$ cat src/rtl/uart_mem_dump.sv
// Streams n_words memory words to the UART transmitter, MSB byte first,
// optionally preceded by a word-count header byte so the host can verify a load.
module uart_mem_dump #(
    parameter int BYTE_WIDTH  = 8,
    parameter int DATA_WIDTH  = 32,
    parameter int ADDR_WIDTH  = 8,
    parameter bit SEND_HEADER = 1'b1
) (
    input  logic                  i_clk,
    input  logic                  i_arst_n,
    input  logic                  i_start,
    input  logic [ADDR_WIDTH-1:0] i_base_addr,
    input  logic [BYTE_WIDTH-1:0] i_n_words,
    output logic [ADDR_WIDTH-1:0] o_rd_addr,
    input  logic [DATA_WIDTH-1:0] i_rd_data,
    output logic [BYTE_WIDTH-1:0] o_tx_data,
    output logic                  o_tx_start,
    input  logic                  i_tx_done,
    output logic                  o_busy,
    output logic                  o_done
);

    typedef enum logic [2:0] {
        IDLE,
        HDR,
        HDR_WAIT,
        FETCH,
        LATCH,
        SEND,
        WAIT_TX,
        DONE
    } state_t;

    state_t                r_state;
    state_t                w_next;
    logic [ADDR_WIDTH-1:0] r_addr;
    logic [BYTE_WIDTH-1:0] r_cnt;
    logic [BYTE_WIDTH-1:0] r_word_idx;
    logic [1:0]            r_byte_idx;
    logic [DATA_WIDTH-1:0] r_word;
    logic [BYTE_WIDTH:0]   w_word_idx_inc;
    logic                  w_more_words;

    assign w_word_idx_inc = {1'b0, r_word_idx} + {{BYTE_WIDTH{1'b0}}, 1'b1};
    assign w_more_words   = w_word_idx_inc < {1'b0, r_cnt};

    always_ff @(posedge i_clk or negedge i_arst_n) begin
        if (!i_arst_n) begin
            r_state    <= IDLE;
            r_addr     <= '0;
            r_cnt      <= '0;
            r_word_idx <= '0;
            r_byte_idx <= '0;
            r_word     <= '0;
        end else begin
            r_state <= w_next;
            case (r_state)
                IDLE: begin
                    if (i_start) begin
                        r_addr     <= i_base_addr;
                        r_cnt      <= i_n_words;
                        r_word_idx <= '0;
                    end
                end
                LATCH: begin
                    r_word     <= i_rd_data;
                    r_byte_idx <= 2'd3;
                end
                WAIT_TX: begin
                    if (i_tx_done) begin
                        if (r_byte_idx != 2'd0) begin
                            r_byte_idx <= r_byte_idx - 2'd1;
                        end else if (w_more_words) begin
                            // address wraps naturally at 2^ADDR_WIDTH
                            r_addr     <= r_addr + {{(ADDR_WIDTH-1){1'b0}}, 1'b1};
                            r_word_idx <= w_word_idx_inc[BYTE_WIDTH-1:0];
                        end
                    end
                end
                default: ;
            endcase
        end
    end

    always_comb begin
        w_next     = r_state;
        o_tx_start = 1'b0;
        o_tx_data  = '0;
        o_done     = 1'b0;
        o_busy     = (r_state != IDLE);
        o_rd_addr  = r_addr;
        case (r_state)
            IDLE: begin
                if (i_start) begin
                    w_next = SEND_HEADER ? HDR : FETCH;
                end
            end
            HDR: begin
                o_tx_data  = r_cnt;
                o_tx_start = 1'b1;
                w_next     = HDR_WAIT;
            end
            HDR_WAIT: begin
                o_tx_data = r_cnt;
                if (i_tx_done) begin
                    w_next = (r_cnt == '0) ? DONE : FETCH;
                end
            end
            FETCH: begin
                // an empty headerless dump still spends one cycle here before DONE
                w_next = (r_cnt == '0) ? DONE : LATCH;
            end
            LATCH: begin
                w_next = SEND;
            end
            SEND: begin
                o_tx_data  = r_word[r_byte_idx*BYTE_WIDTH +: BYTE_WIDTH];
                o_tx_start = 1'b1;
                w_next     = WAIT_TX;
            end
            WAIT_TX: begin
                o_tx_data = r_word[r_byte_idx*BYTE_WIDTH +: BYTE_WIDTH];
                if (i_tx_done) begin
                    if (r_byte_idx != 2'd0) begin
                        w_next = SEND;
                    end else if (w_more_words) begin
                        w_next = FETCH;
                    end else begin
                        w_next = DONE;
                    end
                end
            end
            DONE: begin
                o_done = 1'b1;
                w_next = IDLE;
            end
            default: begin
                w_next = IDLE;
            end
        endcase
    end

endmodule

$ cat config.mk
export PLATFORM = sky130hd
export DESIGN_NAME = uart_mem_dump
export DESIGN_NICKNAME = d
export VERILOG_FILES = /design/src/rtl/uart_mem_dump.sv
export SDC_FILE = /design/constraint.sdc
export NUM_CORES = 1
export LEC_CHECK = 0
export ABC_CLOCK_PERIOD_IN_PS = 4650
export CAP_MARGIN = 30
export CORE_MARGIN = 5
export CORE_UTILIZATION = 50
export DETAILED_ROUTE_END_ITERATION = 10
export PLACE_DENSITY = 0.79
export SYNTH_ARGS = -nofsm -noshare
export SYNTH_HDL_FRONTEND = slang
export SYNTH_SLANG_ARGS = --single-unit
export TNS_END_PERCENT = 20
$ cat constraint.sdc
create_clock -name i_clk -period 4.65 [get_ports i_clk]
set_clock_uncertainty 0.05 [all_clocks]
set_input_delay 0.93 -clock i_clk [delete_from_list [all_inputs] [get_ports i_clk]]
set_output_delay 0.93 -clock i_clk [all_outputs]
set_load 0.01 [all_outputs]
==> results.txt <==
CP delay by family, top: multiplexers
power per cell area: 646.4 nW/µm²
CTS Hold Bufs: 0
GRT Util Overall: 19.66%
asr flop ratio synth: 100.0%
Tmin final: 3415 ps
Synth Warn #: 0
worst skew pair latency: 340 ps
run status: finished clean
Setup Viol. Count Final: 0
worst slack at placement: 1596 ps
Fill cells: 518
Nets: 429
worst-path fanout max: 10
Die H: 91.27 µm
Max Cap Violations: 0
RSZ-0062 raised after global routing: no
Worst EP arrival: 2430 ps
Unique masters post-synth: 49
GRT busiest layer: met2
Clock Tree Buf Depth: 2
Cell Rows: 29
WP data required: 3670 ps
core footprint: 6386 µm²
vias in the first global route: 2628
Clk pwr share: 17.3%
sequential group share of total power: 37.6%
M1 GR Usage: 26.42%
Cells after Synth: 297
top post-synthesis cells by area: dfrtp_1 (46%), mux2_2 (11%), mux4_2 (5.5%), ha_1 (3.8%), nand2_1 (3.6%)
peak supply drop: 0.0003477 V
Reg2Reg Launch Point: r_word_idx[2]
average wire per cell in the routed design: 17.65 µm
Post-Syn Area: 3302 µm²
area of the die: 8329 µm²
Worst Path Buf+Inv: 1
RR Endpoint: o_rd_addr[4]
gp weighted congestion: 0.7896
CTS tree: built
area fraction of the dominant cell type after synthesis: 46.23%
drt pass-1 iters: 4
most frequent cells in the layout: clkdlybuf4s50_1 (69), dfrtp_1 (61), nand2_1 (32), mux2_2 (32), nor2_1 (18)
Slew @ Worst Pin: 810.5 ps
crit-path cells: mux4_2, mux2i_1, nor2_1, clkdlybuf4s50_1
switching power: 996.2 µW
PnR worst setup slack: 1235 ps
Register Area: 1526 µm²
Max Fclk: 292.9 MHz
layout cell share with drive strength beyond 1: 18.82%
Hold WC Path Type: flop to flop
M2 GR Usage: 31.19%
fin crit share: 73.43%
Slew Limit Fails: 0
Inserted Diodes: 0
Sw Ratio: 36.46%
met3 Usage GRT: 4.793%
Yosys top cell by area: dfrtp_1
Final HPWL DP: 5661 µm
Die Width: 91.27 µm
CP Capture Type: primary output
post-synthesis net count: 359
via/cell ratio: 5.884
hold path depth: 1
post_cts resized: 0
area of the multi-input gates: 1648 µm²
Static Leak: 0.001820 µW
Sink Count: 61
DRT iter0 DRCs: 127
number of flops mapped to enable cells by yosys: 0
H-tree levels: 3
cts bufs inserted: 9
r2r worst-path depth: 10
Seq/Total Area, Yosys: 46.23%
r2r setup slk: 1580 ps
Internal: 1736 µW
I/O Buffers: 70
hold_sp: r_word[9]
Initial Util: 51.70%
final setup TNS: 0 ps
first-pass GRT wire length: 13080 µm
final wirelength: 7923 µm
crit path kind: flop to primary output
Layout area overhead: 28.00%
Startpoint Class: flop
Clock Tree Root: clkbuf_8
Crit-path slowest cell: dfrtp_1
slowest stage delay, CP: 730 ps
initial antenna violation count: 0
# IOs: 71
postcts setup bufs: 0
commonest non-fill, non-tap cell in the layout: clkdlybuf4s50_1
most common flop cell mapped by yosys: dfrtp_1
Avg Inst Size Synth: 11.12 µm²
routed via count: 2642
post-route DRC violation count: 0
Hold Path End: r_word[9]
Reg clk slew, reported paths: 70 ps
Final Hold Viols: 0
relative slew slack: 45.58%
ANT nets after route: 0
Comb pwr share: 45.2%
total gr overflow: 0
number of synthesized register bits: 61
pin count of the biggest net entering global routing: 62
how the worst max path moves through the flow:
stage,slack (ps),cells past startpoint,startpoint,to
floorplan,2160,10,r_word_idx[2],o_rd_addr[3]
global placement,1640,6,i_start,r_cnt[3]
detailed placement,1600,6,i_start,r_cnt[4]
CTS,1190,4,r_byte_idx[0],o_tx_data[5]
global route,1060,4,r_byte_idx[0],o_tx_data[2]
finish,1240,4,r_byte_idx[0],o_tx_data[5]
power by group through the flow:
stage	sequential (µW)	clock, µW	combinational, µW
floorplan	903	0	902
finish	1030	472	1230
CTS	1020	478	1240
detailed placement	1030	0	1230
global placement	1010	0	1200
global route	1060	507	1350
Yosys cell counts (2+ instances only):
| master | instances |
|---|---|
| o22ai_1 | 2 |
| a21o_1 | 4 |
| buf_2 | 5 |
| a32o_1 | 3 |
| o311ai_1 | 3 |
| mux2i_1 | 10 |
| o21ai_0 | 12 |
| ha_1 | 10 |
| a311o_1 | 2 |
| a21oi_1 | 5 |
| clkbuf_1 | 5 |
| nand2_1 | 32 |
| nand3_1 | 15 |
| dfrtp_1 | 61 |
| and3_1 | 7 |
| xnor2_1 | 3 |
| mux4_2 | 8 |
| a31oi_1 | 2 |
| nand2b_1 | 3 |
| nor2b_1 | 2 |
| xor2_1 | 4 |
| nor2_1 | 19 |
| or2_2 | 3 |
| o311ai_0 | 3 |
| nand4_1 | 2 |
| buf_6 | 3 |
| nor3_1 | 3 |
| mux2_2 | 32 |
| inv_1 | 12 |
| o221a_2 | 3 |
area by class of cell:
type | instances | area share (%)
multi-input combinational | 210 | 38.99
clock inverter | 4 | 1.125
sequential | 61 | 36.12
clock buffer | 12 | 3.434
timing repair buffer | 73 | 16.99
tap | 77 | 2.279
inverter | 12 | 1.066
kinds of logic after synthesis:
family	Yosys count	share of synthesized area [%]
and+or+nand+nor	94	13.87
DFF	61	46.23
muxes	50	19.40
AOI/OAI and AO/OA	49	10.91
buffers and inverters	26	3.941
adders and majority gates	10	3.789
xor gates and xnor gates	7	1.857
metrics by stage:
stage          cells  utilization (%)  power [µW]  hold WS [ps]  instance area [µm²]
2_1_floorplan    297                -        1805         425.2                 3302
3_3_place_gp     433            63.17        2216         435.0                 4034
3_5_place_dp     433            63.17        2259         443.5                 4034
4_1_cts          449            66.18        2744         461.0                 4227
5_1_grt          449            66.18        2919         472.6                 4227
6_report         449            66.18        2732         458.3                 4227
flip-flops by register name, summed over array words and instances (netlist names):
| name | cells |
|---|---|
| r_byte_idx | 2 |
| r_word_idx | 8 |
| o_rd_addr | 8 |
| r_word | 32 |
| r_state | 3 |
| r_cnt | 8 |
layer usage:
metal / routed length, µm / up-vias / share of wire (%)
li1: - / 1229 / -
met1: 3371 / 1331 / 43
met2: 3994 / 71 / 50
met3: 441 / 11 / 5.6
met4: 116 / 0 / 1.5
met5: 0 / - / 0
(Power assumes the default switching activity.)
